==> src/rtl/key_cond_pkg.sv <==
// Shared constants and helpers for the key conditioner.
// Auto-repeat is built only when KEY_AUTOREPEAT_EN is defined.
package key_cond_pkg;

   localparam int unsigned NUM_KEYS            = 4;
   localparam logic        KEY_PRESSED         = 1'b0;

   localparam int unsigned DEF_DEBOUNCE_CYCLES = 1000000;
   localparam int unsigned DEF_REPEAT_DELAY    = 25000000;
   localparam int unsigned DEF_REPEAT_PERIOD   = 5000000;

   typedef logic [NUM_KEYS-1:0] key_vec_t;

   function automatic int unsigned cnt_width(input int unsigned n);
      return $clog2(n) + 1;
   endfunction

   function automatic int unsigned max_u(input int unsigned a, input int unsigned b);
      return (a > b) ? a : b;
   endfunction

endpackage

==> src/rtl/key_debounce_ch.sv <==
// One key channel: 2-flop synchronizer, debounce counter, edge pulses and,
// when KEY_AUTOREPEAT_EN is defined, an auto-repeat timer.
module key_debounce_ch
   import key_cond_pkg::*;
#(
   parameter int unsigned DEBOUNCE_CYCLES = DEF_DEBOUNCE_CYCLES,
   parameter int unsigned REPEAT_DELAY    = DEF_REPEAT_DELAY,
   parameter int unsigned REPEAT_PERIOD   = DEF_REPEAT_PERIOD
) (
   input  logic i_clk,
   input  logic i_rst_n,
   input  logic i_key_n,
   output logic o_level,
   output logic o_press,
   output logic o_release
);

   localparam int unsigned     DB_W    = cnt_width(DEBOUNCE_CYCLES);
   localparam logic [DB_W-1:0] DB_LAST = DB_W'(DEBOUNCE_CYCLES - 1);

   logic [1:0]      r_sync;
   logic            r_stable;
   logic [DB_W-1:0] r_db_cnt;
   logic            r_press;
   logic            r_release;

   logic w_key;
   logic w_differ;
   logic w_accept;
   logic w_press_acc;
   logic w_release_acc;
   logic w_rep_due;

   always_ff @(posedge i_clk or negedge i_rst_n) begin
      if (!i_rst_n) begin
         r_sync <= 2'b11;
      end else begin
         r_sync <= {r_sync[0], i_key_n};
      end
   end

   assign w_key         = r_sync[1];
   assign w_differ      = (w_key != r_stable);
   assign w_accept      = w_differ && (r_db_cnt == DB_LAST);
   assign w_press_acc   = w_accept && (w_key == KEY_PRESSED);
   assign w_release_acc = w_accept && (w_key != KEY_PRESSED);

   // Counter only runs while the input disagrees; any return to the stable value restarts it.
   always_ff @(posedge i_clk or negedge i_rst_n) begin
      if (!i_rst_n) begin
         r_stable <= ~KEY_PRESSED;
         r_db_cnt <= '0;
      end else if (!w_differ) begin
         r_db_cnt <= '0;
      end else if (w_accept) begin
         r_stable <= w_key;
         r_db_cnt <= '0;
      end else begin
         r_db_cnt <= r_db_cnt + DB_W'(1);
      end
   end

`ifdef KEY_AUTOREPEAT_EN
   localparam int unsigned      REP_W     = cnt_width(max_u(REPEAT_DELAY, REPEAT_PERIOD));
   localparam logic [REP_W-1:0] REP_FIRST = REP_W'(REPEAT_DELAY - 1);
   localparam logic [REP_W-1:0] REP_NEXT  = REP_W'(REPEAT_PERIOD - 1);

   logic [REP_W-1:0] r_rep_cnt;
   logic             r_rep_first;
   logic             w_held;

   // Held excludes the release-accept edge so no repeat lands in the release cycle.
   assign w_held    = (r_stable == KEY_PRESSED) && !w_accept;
   assign w_rep_due = w_held && (r_rep_cnt == (r_rep_first ? REP_FIRST : REP_NEXT));

   always_ff @(posedge i_clk or negedge i_rst_n) begin
      if (!i_rst_n) begin
         r_rep_cnt   <= '0;
         r_rep_first <= 1'b1;
      end else if (w_press_acc || !w_held) begin
         r_rep_cnt   <= '0;
         r_rep_first <= 1'b1;
      end else if (w_rep_due) begin
         r_rep_cnt   <= '0;
         r_rep_first <= 1'b0;
      end else begin
         r_rep_cnt <= r_rep_cnt + REP_W'(1);
      end
   end
`else
   logic w_unused_rep;

   assign w_rep_due    = 1'b0;
   assign w_unused_rep = (REPEAT_DELAY == 0) ^ (REPEAT_PERIOD == 0);
`endif

   always_ff @(posedge i_clk or negedge i_rst_n) begin
      if (!i_rst_n) begin
         r_press   <= 1'b0;
         r_release <= 1'b0;
      end else begin
         r_press   <= w_press_acc || w_rep_due;
         r_release <= w_release_acc;
      end
   end

   assign o_level   = (r_stable == KEY_PRESSED);
   assign o_press   = r_press;
   assign o_release = r_release;

endmodule

==> src/rtl/key_conditioner.sv <==
// Debounced, edge-detected push-button inputs for LED/FSM consumers.
// Define KEY_AUTOREPEAT_EN to add auto-repeat press pulses while a key is held.
module key_conditioner
   import key_cond_pkg::*;
#(
   parameter int unsigned DEBOUNCE_CYCLES = DEF_DEBOUNCE_CYCLES,
   parameter int unsigned REPEAT_DELAY    = DEF_REPEAT_DELAY,
   parameter int unsigned REPEAT_PERIOD   = DEF_REPEAT_PERIOD
) (
   input  logic                clk,
   input  logic                reset_n,
   input  logic [NUM_KEYS-1:0] key_n,
   output logic [NUM_KEYS-1:0] key_level,
   output logic [NUM_KEYS-1:0] key_press,
   output logic [NUM_KEYS-1:0] key_release
);

   for (genvar g = 0; g < NUM_KEYS; g++) begin : g_ch
      key_debounce_ch #(
         .DEBOUNCE_CYCLES (DEBOUNCE_CYCLES),
         .REPEAT_DELAY    (REPEAT_DELAY),
         .REPEAT_PERIOD   (REPEAT_PERIOD)
      ) u_ch (
         .i_clk     (clk),
         .i_rst_n   (reset_n),
         .i_key_n   (key_n[g]),
         .o_level   (key_level[g]),
         .o_press   (key_press[g]),
         .o_release (key_release[g])
      );
   end

endmodule

==> config.mk <==
export PLATFORM = sky130hd
export DESIGN_NAME = key_conditioner
export DESIGN_NICKNAME = d
export VERILOG_FILES = /design/src/rtl/key_cond_pkg.sv /design/src/rtl/key_debounce_ch.sv /design/src/rtl/key_conditioner.sv
export SDC_FILE = /design/constraint.sdc
export NUM_CORES = 1
export LEC_CHECK = 0
export CORE_MARGIN = 3
export CORE_UTILIZATION = 59
export CTS_CLUSTER_SIZE = 10
export DETAILED_ROUTE_END_ITERATION = 10
export HOLD_SLACK_MARGIN = 0.06
export PLACE_DENSITY = 0.82
export SYNTH_ARGS = -nofsm -noshare
export SYNTH_HDL_FRONTEND = slang
export SYNTH_SLANG_ARGS = --single-unit
==> constraint.sdc <==
create_clock -name clk -period 5.9 [get_ports clk]
set_input_delay 1.475 -clock clk [delete_from_list [all_inputs] [get_ports clk]]
set_output_delay 1.475 -clock clk [all_outputs]
set_load 0.005 [all_outputs]
==> results of run 1 <==
report_power, final:
group	total (uW)	internal, uW	switching, uW
Combinational	42.7	12.9	29.8
Sequential	734	724	9.77
Clock	424	163	261
Total	1200	900	301
final timing paths:
check	from	to	depth (start not counted)
setup / recovery	g_ch[3].u_ch.r_stable$_DFFE_PN1P_	key_level[3]	2
hold / removal	g_ch[1].u_ch.r_sync[0]$_DFF_PN1_	g_ch[1].u_ch.r_sync[1]$_DFF_PN1_	0
setup reg to reg	g_ch[2].u_ch.r_db_cnt[8]$_DFF_PN0_	g_ch[2].u_ch.r_db_cnt[14]$_DFF_PN0_	5
hold reg to reg	g_ch[1].u_ch.r_sync[0]$_DFF_PN1_	g_ch[1].u_ch.r_sync[1]$_DFF_PN1_	0
max in group asynchronous	reset_n	g_ch[2].u_ch.r_db_cnt[5]$_DFF_PN0_	2
min in group asynchronous	reset_n	g_ch[2].u_ch.r_db_cnt[13]$_DFF_PN0_	1
cell usage in the layout (no fill, tap or decap), types with 13 or more instances in the layout:
master | synthesis | layout
dfrtp_1 | 92 | 92
nor2_1 | 64 | 64
xnor2_1 | 36 | 36
nand2_1 | 30 | 30
nand3_1 | 28 | 28
a21oi_1 | 26 | 26
o21ai_0 | 21 | 20
or3_1 | 19 | 19
xor2_1 | 19 | 19
nor4_1 | 17 | 17
inv_1 | 17 | 17
clkdlybuf4s50_1 | 0 | 16
nand4_1 | 15 | 15
or4_1 | 14 | 14
nor3_1 | 13 | 13
stage by stage:
step                      power [uW]  util [%]  instances  worst slack (ns)
after floorplan                766.4         -        502             3.705
after global placement         789.2     65.06        601             3.244
after detailed placement       791.1     65.06        601             3.228
after CTS                       1213     67.38        617             2.917
after global routing            1249     67.38        617             2.894
final                           1200     67.38        617             2.948
final cells by class:
cell class | instances | area share [%]
clock buffers | 9 | 2.307
inverters | 17 | 1.189
flip-flops and latches | 104 | 48.75
well taps | 102 | 2.377
repair buffers | 21 | 3.682
clock inverters | 7 | 1.142
multi-input cells | 357 | 40.55
sequential cells by signal, summed over array words and instances (netlist names):
register	cells
g_ch.u_ch.r_db_cnt	84
g_ch.u_ch.r_sync	8
g_ch.u_ch.r_stable	4
g_ch.u_ch.o_release	4
g_ch.u_ch.o_press	4
cell families (layout without fill, tap and decap cells):
group                      after synthesis  in the layout  share of synthesized area (%)
and+or+nand+nor                        238            238                          25.97
DFF                                    104            104                          52.30
AOI/OAI and AO/OA                       59             59                          6.675
xor gates and xnor gates                55             55                          9.625
buffers and inverters                   41             54                          4.200
adders and majority gates                4              4                          1.000
muxes                                    1              1                         0.2250
routing by layer:
layer  track usage, %  up-vias
met4            7.881        0
met5                0        -
met3            4.214        8
met1            27.33     1810
met2            34.03       70
li1                 -     1778
worst max-delay path, stage by stage, from the launching register on:
cell and delay (ns):
dfstp_2 0.58, inv_1 0.08, clkdlybuf4s50_1 0.44
==> summary.txt, run 1 <==
Drt
  • DR vias/cell: a little under 6
  • Iteration count of the initial detailed-routing pass: 5
  • Top Metal Used: met4
  • Metal2 WL: 4669 um
  • Routed len/inst: between 15 and 20 um
  • Met3 Wirelength: between 300 and 400 um
  • DRC violations left: 0
  • DRT iter0 DRCs: between 200 and 250
  • Via count: roughly 3700
  • Routed Antenna Nets: 0
  • DRT met1 WL: around 4300 um
  • Total Wirelength: ~9400 um

Floorplanning
  • Chip height: approximately 98 um
  • Core Box Area: ~0.0080 mm^2
  • Initial Util: 62.81%
  • Die Width: a little under 100 um
  • Total Die Area: 0.009624 mm^2
  • Top Ports: 18
  • # rows: 32

Critical path
  • Setup crit start kind: register
  • Crit path kind: register to output pin
  • Setup crit end kind: output pin
  • Crit path DAT: approximately 1.5 ns
  • Required time worst endpoint: ~4.4 ns
  • FF-to-FF setup slack: around 3.3 ns
  • Critical Path Fanout Max: 4

Logic synthesis
  • Post-synth EDFFs: 0
  • Seq cells post-synth: 104
  • Primary FF master, synth: dfrtp_1
  • FFs w/ async S/R, synth: between 90% and 100%
  • Distinct cells, synth: about 40
  • Synth Instances: between 500 and 600
  • Largest cells by area after synthesis: dfrtp_1, dfstp_2, xnor2_1
  • Sequential area share after synthesis: a little over half
  • Count leader, synth: dfrtp_1
  • Area leader, netlist: dfrtp_1
  • Area share of the largest cell type after synthesis: between 40% and 50%
  • YS warnings: 0
  • Avg Cell Area, Syn: 9.970 um^2
  • Most common library cells after synthesis: dfrtp_1, nor2_1, xnor2_1, nand2_1, nand3_1
  • Netlist Area Pre-Place: ~0.005 mm^2
  • Synth Net Count: 512

Clock network
  • Setup Buffers After CTS: 0
  • Clk slew on worst S/H paths: between 0.1 and 0.15 ns
  • CTS H-Tree Depth: 3
  • Cts-stage hold buffer count: 0
  • Skew-Pair Late Insertion Delay: between 0.3 and 0.4 ns
  • Cts repair resizes: 0
  • CTS root buffer: clkbuf_8
  • Sink Count: ~100
  • CTS tree: built
  • Max Root-Sink Buffers: 2
  • TritonCTS Buffers: 9

Cells and area
  • Area grow syn2layout: 7.275%
  • Layout cells sized above 1: under 10%
  • # fillers: ~630
  • Net count, final: between 500 and 600
  • Register Area: between 0.002 and 0.003 mm^2
  • Ant diodes: 0
  • Design area: about 0.0054 mm^2
  • Multi-input combinational cell area: between 0.002 and 0.0025 mm^2

Pwr
  • LEAKAGE: roughly 0.0021 uW
  • Max VDD drop: between 0.1 and 0.15 mV
  • PwrDens: ~220 mW/mm^2

Timing
  • Crit share post-route: 50.03%
  • RSZ-0062 raised after global routing: false
  • # setup viols final: 0
  • Final worst path period need: between 2 and 3 ns
  • Setup TNS: 0 ns
  • Fin Clk Skew: around 0.014 ns
  • Worst Max-Slew Pin Slew: between 0.7 and 0.8 ns
  • Fin Hold WS: 0.3630 ns
  • Pins Over Slew Limit: 0
  • Fmax: 0.3388 GHz
  • Final hold vios: 0
  • Worst slew margin: between 40% and 50%

GRT
  • Vias in the first global route: between 3000 and 4000
  • GRT Resource Usage Total: between 20% and 30%
  • Initial antenna violation count: 0
  • Total gr overflow: 0
  • First-pass GRT wire length: around 17000 um
  • Largest net degree at the start of global routing: between 50 and 60

Place
  • Port bufs: 17
  • GPL Wtd Cong: 0.8145
  • Post-DP Area: ~0.0052 mm^2
  • Dpl hpwl: about 6500 um

Job
  • Max cap viols: 0

Outcome
  • Run status: finished, final reports clean

Min path
  • Worst hold path type: register to register
Power figures use the tool's default switching activity.
==> run 2: changes to the inputs <==
CORE_UTILIZATION = 55   (was 59)
PLACE_DENSITY = 0.81   (was 0.82)
clock period = 2.6 ns   (was 5.9 ns; I/O delays follow)
==> run 2 against run 1 <==
  * Final cell count rose by 1.3%
  * Routed wire length fell by 5.4%
  * Combinational power rose by 130%
  * Largest power group unchanged
  * Clock skew fell by 0.0019 ns
  * Utilization fell by 5.4 points
  * Global-route usage fell by 1.9 points
==> summary.txt, run 2 (synthesized netlist as in run 1, its figures left out) <==
Outcome
  • Run status: finished, final reports clean (unchanged)

Pwr
  • Max VDD drop: 0.3350 mV (was 0.1039 mV)
  • PwrDens: 522.3 mW/mm^2 (was 223.6 mW/mm^2)
  • LEAKAGE: 0.002120 uW (was 0.002098 uW)

Timing
  • Final hold vios: 0 (unchanged)
  • Setup WS post-layout: 0.4063 ns (was 2.948 ns)
  • Final worst path period need: 2.194 ns
  • Fmax: approximately 0.46 GHz
  • Worst slew margin: 59.35% (was 48.55%)
  • # setup viols final: 0 (unchanged)
  • Fin Clk Skew: 0.01191 ns (was 0.01382 ns)
  • Worst Max-Slew Pin Slew: 0.6042 ns (was 0.7702 ns)
  • Setup TNS: 0 ns (unchanged)
  • Crit share post-route: approximately 84%
  • Pins Over Slew Limit: 0 (unchanged)
  • RSZ-0062 raised after global routing: false (unchanged)

Place
  • GPL Wtd Cong: 0.8550 (was 0.8145)
  • Port bufs: 17 (unchanged)
  • Dpl hpwl: 6116 um (was 6549 um)
  • Pre-CTS WS: 0.4139 ns (was 3.228 ns)

Drt
  • Routed len/inst: 14.27 um (was 15.28 um)
  • Via count: 3628 (was 3666)
  • DR vias/cell: 5.805 (was 5.942)
  • Iteration count of the initial detailed-routing pass: 4 (was 5)
  • DRC violations left: 0 (unchanged)
  • DRT iter0 DRCs: 162 (was 205)
  • Routed Antenna Nets: 0 (unchanged)
  • Total Wirelength: 8917 um (was 9425 um)

Cells and area
  • Number of flip-flops in the largest register: 84 (unchanged)
  • Largest Register: g_ch.u_ch.r_db_cnt (unchanged)
  • Largest regs: g_ch.u_ch.r_db_cnt (84), g_ch.u_ch.r_sync (8) (unchanged)
  • Layout cells sized above 1: 8.704% (was 8.350%)
  • Commonest non-fill, non-tap cell in the layout: dfrtp_1 (unchanged)
  • Commonest cells after routing, fill and taps aside: dfrtp_1, nor2_1, xnor2_1, nand2_1, nand3_1 (unchanged)
  • Net count, final: 522 (was 520)
  • Area grow syn2layout: 8.500% (was 7.275%)
  • Ant diodes: 0 (unchanged)

Clock network
  • TritonCTS Buffers: 9 (unchanged)
  • Skew-Pair Late Insertion Delay: 0.37 ns (about the same)
  • CTS H-Tree Depth: 3 (unchanged)
  • Cts repair resizes: 0 (unchanged)
  • CTS root buffer: clkbuf_8 (unchanged)
  • Sink Count: 104 (unchanged)
  • Setup Buffers After CTS: 0 (unchanged)
  • Cts-stage hold buffer count: 0 (unchanged)
  • Clk slew on worst S/H paths: 0.10 ns (was 0.11 ns)
  • Max Root-Sink Buffers: 2 (unchanged)
  • CTS tree: built (unchanged)

Critical path
  • Setup crit start kind: register (unchanged)
  • Crit path kind: register to register (was register to output pin)
  • Cells along the critical path: or4b_1, or4_4, o21ai_4, nor2_1 (was inv_1, clkdlybuf4s50_1)
  • Setup crit end kind: register (was output pin)
  • Slowest stage delay, CP: 0.57 ns (was 0.58 ns)
  • Reg2Reg Depth: 4 (was 5)
  • Required time worst endpoint: 2.84 ns (was 4.43 ns)
  • Critical Path Fanout Max: 19 (was 4)
  • Bufs and invs on worst path: 0 (was 2)
  • Worst path top cell family by delay: simple AND/OR/NAND/NOR gates (was flip-flops)
  • Worst path depth: 4 (was 2)
  • Crit path DAT: 2.43 ns (was 1.48 ns)
  • Critical path's slowest cell: or4b_1 (was dfstp_2)

Floorplanning
  • Chip height: 101.4 um (was 98.10 um)
  • Initial Util: 57.11% (was 62.81%)
  • Core Box Area: 0.008763 mm^2 (was 0.007968 mm^2)
  • # rows: 34 (was 32)
  • Top Ports: 18 (unchanged)
  • Total Die Area: 0.01028 mm^2 (was 0.009624 mm^2)
  • Die Width: 101.4 um (was 98.10 um)

GRT
  • Vias in the first global route: 3525 (was 3615)
  • First-pass GRT wire length: 15810 um (was 16550 um)
  • Initial antenna violation count: 0 (unchanged)
  • GRT Resource Usage Total: 18.89% (was 20.75%)
  • Largest net degree at the start of global routing: 67 (was 59)
  • Total gr overflow: 0 (unchanged)

Min path
  • Worst hold path type: primary input to asynchronous set/reset pin (was register to register)

Job
  • Max cap viols: 0 (unchanged)
-- run 2: changes by cell type in the layout (fill, tap and decap cells not counted), sizes merged --
cell,before,now
clkinvlp,1,2
clkinv,2,0
buf,5,7
bufinv,0,1
-- run 2: path summary, 6_finish.rpt --
path / slack [ns] / from / end
max in group asynchronous: 1.61 / reset_n / g_ch[1].u_ch.r_sync[1]$_DFF_PN1_
setup / recovery: 0.41 / g_ch[3].u_ch.r_db_cnt[12]$_DFF_PN0_ / g_ch[3].u_ch.r_db_cnt[10]$_DFF_PN0_
hold reg to reg: 0.36 / g_ch[0].u_ch.r_sync[0]$_DFF_PN1_ / g_ch[0].u_ch.r_sync[1]$_DFF_PN1_
hold / removal: 0.24 / reset_n / g_ch[0].u_ch.r_db_cnt[16]$_DFF_PN0_
setup reg to reg: 0.41 / g_ch[3].u_ch.r_db_cnt[12]$_DFF_PN0_ / g_ch[3].u_ch.r_db_cnt[10]$_DFF_PN0_
min in group clk: 0.36 / g_ch[0].u_ch.r_sync[0]$_DFF_PN1_ / g_ch[0].u_ch.r_sync[1]$_DFF_PN1_
-- run 2: report_power, final --
group | switching [uW] | internal [uW]
logic | 67.2 | 32.7
clock network | 602 | 469
registers | 21.9 | 1640
total | 691 | 2150
-- run 2: layer usage --
metal	wire length, um	global-route usage (%)	vias to the layer above
met1	4194	24.90	1765
met2	4339	30.63	64
li1	-	-	1792
met4	85	7.055	0
met3	297	4.270	7
met5	0	0	-
-- run 2: stage by stage --
step / area (um^2) / total power [uW] / hold slack (ns) / cells / util (%)
6_report: 5430 / 2836 / 0.2374 / 625 / 61.96
5_1_grt: 5430 / 2940 / 0.2723 / 625 / 61.96
4_1_cts: 5430 / 2874 / 0.2479 / 625 / 61.96
3_5_place_dp: 5219 / 1798 / 0.3468 / 609 / 59.55
3_3_place_gp: 5219 / 1794 / 0.3473 / 609 / 59.55
2_1_floorplan: 5005 / 1739 / 0.3452 / 502 / -
-- run 2: cell type report --
cell class | instances | area, um^2
fillers | 705 | 3333
multi-input cells | 357 | 2177
flip-flops and latches | 104 | 2618
repair buffers | 23 | 225.2
clock inverters | 7 | 87.58
well taps | 108 | 135.1
inverters | 17 | 63.81
clock buffers | 9 | 123.9
-- run 2: worst register-to-register path: stages, from the launching register on --
cell and delay, ns:
dfrtp_1 0.45, or4b_1 0.57, or4_4 0.52, o21ai_4 0.43, nor2_1 0.11
==> run 3: changes to the inputs <==
clock period = 1.85 ns   (was 2.6 ns; I/O delays follow)
==> run 3 against run 2 <==
  * The flow now finishes with violations (negative setup slack)
  * Via count grew 11%
  * Final cell count is 12% higher
  * Total power rose by 43%
  * Sequential share of layout area is 6.2 points lower
  * Critical path depth rose by 1
  * Utilization grew 9.1 points
==> summary.txt, run 3 (synthesized netlist as in run 1, its figures left out) <==
Clock network
  • Clk slew on worst S/H paths: 0.09 ns (was 0.10 ns)
  • TritonCTS Buffers: 9 (unchanged)
  • Max Root-Sink Buffers: 2 (unchanged)
  • Sink Count: 104 (unchanged)
  • Skew-Pair Late Insertion Delay: 0.37 ns (about the same)
  • CTS root buffer: clkbuf_8 (unchanged)
  • CTS H-Tree Depth: 3 (unchanged)
  • CTS tree: built (unchanged)

Min path
  • Hold Path End: g_ch[2].u_ch.r_sync[1]$_DFF_PN1_
  • WHS Path Cells: 0
  • Origin of the worst min-delay path: g_ch[2].u_ch.r_sync[0]$_DFF_PN1_
  • Worst hold path type: register to register (was primary input to asynchronous set/reset pin)

Outcome
  • Failing checks: negative setup slack
  • Run status: finished, violations left (was finished, final reports clean)

Critical path
  • Cells along the critical path: or4_1, or4_4, buf_6, nor4b_4, o21bai_1 (was or4b_1, or4_4, o21ai_4, nor2_1)
  • Reg2reg end: g_ch[2].u_ch.r_stable$_DFFE_PN1P_ (was g_ch[3].u_ch.r_db_cnt[10]$_DFF_PN0_)
  • R2R Path Start: g_ch[2].u_ch.r_db_cnt[7]$_DFF_PN0_ (was g_ch[3].u_ch.r_db_cnt[12]$_DFF_PN0_)
  • Crit path kind: register to register (unchanged)
  • Slowest stage delay, CP: 0.50 ns (was 0.57 ns)
  • Critical Path Fanout Max: 3 (was 19)
  • Setup crit end kind: register (unchanged)
  • Setup crit start kind: register (unchanged)
  • Critical path's slowest cell: or4_1 (was or4b_1)
  • Required time worst endpoint: 2.15 ns (was 2.84 ns)
  • Crit path DAT: 2.23 ns (was 2.43 ns)
  • FF-to-FF setup slack: -0.08 ns (was 0.41 ns)
  • Reg2Reg Depth: 5 (was 4)

Pwr
  • Combinational Power Share: 5.1% (was 3.5%)
  • Net Switching: 892.2 uW (was 690.9 uW)
  • PwrDens: 650.4 mW/mm^2 (was 522.3 mW/mm^2)
  • LEAKAGE: 0.002525 uW (was 0.002120 uW)
  • Max VDD drop: 0.3975 mV (was 0.3350 mV)
  • Reg power frac: 57.7% (was 58.7%)
  • Clock share of power: 37.2% (was 37.8%)
  • Int Pwr: 3158 uW (was 2145 uW)
  • Sw frac: 22.03% (was 24.36%)

Place
  • Dpl hpwl: 7181 um (was 6116 um)
  • Post-DP Area: 0.005769 mm^2 (was 0.005219 mm^2)
  • Port bufs: 17 (unchanged)
  • GPL Wtd Cong: 0.8779 (was 0.8550)

Drt
  • DRC violations left: 0 (unchanged)
  • DRT iter0 DRCs: 233 (was 162)
  • Top Metal Used: met4 (unchanged)
  • Iteration count of the initial detailed-routing pass: 4 (unchanged)
  • DR vias/cell: 5.762 (was 5.805)
  • Metal2 WL: 5602 um (was 4339 um)
  • DRT met1 WL: 4722 um (was 4194 um)
  • Via count: 4045 (was 3628)
  • Total Wirelength: 10910 um (was 8917 um)
  • Routed Antenna Nets: 0 (unchanged)
  • Routed len/inst: 15.55 um (was 14.27 um)
  • Met3 Wirelength: 437 um (was 297 um)

Timing
  • Final worst path period need: 1.929 ns (was 2.194 ns)
  • Final hold vios: 0 (unchanged)
  • Pins Over Slew Limit: 0 (unchanged)
  • Setup WS post-layout: -0.07872 ns (was 0.4063 ns)
  • Fmax: 0.5185 GHz (was 0.4558 GHz)
  • RSZ-0062 raised after global routing: true (was false)
  • Worst Max-Slew Pin Slew: 0.4176 ns (was 0.6042 ns)
  • Fin Hold WS: 0.3606 ns (was 0.2374 ns)
  • Fin Clk Skew: 0.01213 ns (was 0.01191 ns)
  • Crit share post-route: 104.3% (was 84.37%)
  • Worst slew margin: 71.90% (was 59.35%)
  • Setup TNS: -2.029 ns (was 0 ns)
  • # setup viols final: 42 (was 0)

GRT
  • First-pass GRT wire length: 17950 um (was 15810 um)
  • Largest net degree at the start of global routing: 43 (was 67)
  • Initial antenna violation count: 0 (unchanged)
  • Total gr overflow: 0 (unchanged)
  • GRT Resource Usage Total: 21.47% (was 18.89%)
  • Vias in the first global route: 4038 (was 3525)

Floorplanning
  • Initial Util: 57.11% (unchanged)
  • Top Ports: 18 (unchanged)
  • # rows: 34 (unchanged)
  • Chip height: 101.4 um (unchanged)
  • Core Box Area: 0.008763 mm^2 (unchanged)
  • Total Die Area: 0.01028 mm^2 (unchanged)
  • Die Width: 101.4 um (unchanged)

Cells and area
  • Commonest non-fill, non-tap cell in the layout: dfrtp_1 (unchanged)
  • Commonest cells after routing, fill and taps aside: dfrtp_1, buf_4, nor2_1, xnor2_1, nand2_1 (was dfrtp_1, nor2_1, xnor2_1, nand2_1, nand3_1)
  • Area grow syn2layout: 24.42% (was 8.500%)
  • Number of flip-flops in the largest register: 84 (unchanged)
  • Largest Register: g_ch.u_ch.r_db_cnt (unchanged)
  • Largest regs: g_ch.u_ch.r_db_cnt (84), g_ch.u_ch.r_sync (8) (unchanged)
  • Design area: 0.006227 mm^2 (was 0.005430 mm^2)
  • Ant diodes: 0 (unchanged)
  • Net count, final: 599 (was 522)
  • Layout cells sized above 1: 26.94% (was 8.704%)
  • Core Util, Final: 71.06% (was 61.96%)

Job
  • Max cap viols: 0 (unchanged)
[run 3: how the worst max path moves through the flow]
stage                                         from                                  end  cells after the start
2_1_floorplan  g_ch[3].u_ch.r_db_cnt[15]$_DFF_PN0_   g_ch[3].u_ch.r_db_cnt[0]$_DFF_PN0_                      5
3_5_place_dp    g_ch[2].u_ch.r_db_cnt[7]$_DFF_PN0_  g_ch[2].u_ch.r_db_cnt[19]$_DFF_PN0_                      5
3_3_place_gp    g_ch[2].u_ch.r_db_cnt[6]$_DFF_PN0_   g_ch[2].u_ch.r_db_cnt[7]$_DFF_PN0_                      5
4_1_cts        g_ch[3].u_ch.r_db_cnt[20]$_DFF_PN0_   g_ch[3].u_ch.r_db_cnt[0]$_DFF_PN0_                      5
6_report        g_ch[2].u_ch.r_db_cnt[7]$_DFF_PN0_    g_ch[2].u_ch.r_stable$_DFFE_PN1P_                      5
5_1_grt         g_ch[2].u_ch.r_db_cnt[7]$_DFF_PN0_    g_ch[2].u_ch.r_stable$_DFFE_PN1P_                      5
[run 3: timing repair]
| action | in CTS | in global routing |
|---|---|---|
| setup endpoints to repair | 46 | 68 |
| hold buffers | 1 | 0 |
| hold endpoints to repair | 21 | 0 |
| gates resized for setup | 12 | 38 |
| pin swaps | 1 | 8 |
| gates cloned | 0 | 2 |
| buffers inserted | 6 | 3 |
[run 3: final cells by class]
class                           count  area (um^2)
Clock buffer                       13        138.9
Clock inverter                      3        67.56
Tap cell                          108        135.1
Inverter                           17        63.81
Sequential cell                   104         2618
Timing Repair Buffer               99        840.8
Multi-Input combinational cell    358         2364
Fill cell                         602         2536
[run 3: per-stage QoR]
| step | std cells | total power [uW] | setup WS [ns] |
|---|---|---|---|
| 6_report | 702 | 4050 | -0.07872 |
| 5_1_grt | 702 | 4192 | -0.1746 |
| 4_1_cts | 697 | 4061 | -0.06955 |
| 3_5_place_dp | 674 | 2561 | -0.1158 |
| 3_3_place_gp | 674 | 2552 | -0.04949 |
| 2_1_floorplan | 502 | 2448 | -0.07960 |
[run 3: critical path, delay by kind of cell, from the launching register on]
family,cells,cell delay (ns)
buffers and inverters,1,0.15
DFF,1,0.40
and+or+nand+nor,3,1.18
AOI/OAI and AO/OA,1,0.14
[run 3: power by group through the flow]
stage / Sequential, uW / Combinational (uW) / Clock (uW)
2_1_floorplan: 2380 / 71.1 / 0
3_3_place_gp: 2380 / 174 / 0
3_5_place_dp: 2380 / 181 / 0
4_1_cts: 2340 / 186 / 1540
5_1_grt: 2340 / 229 / 1620
6_report: 2340 / 206 / 1510
[run 3: layer usage]
layer / global-route usage, % / vias to the layer above
li1: - / 1941
met1: 27.42 / 1999
met2: 37.02 / 86
met3: 4.959 / 19
met4: 5.419 / 0
met5: 0 / -
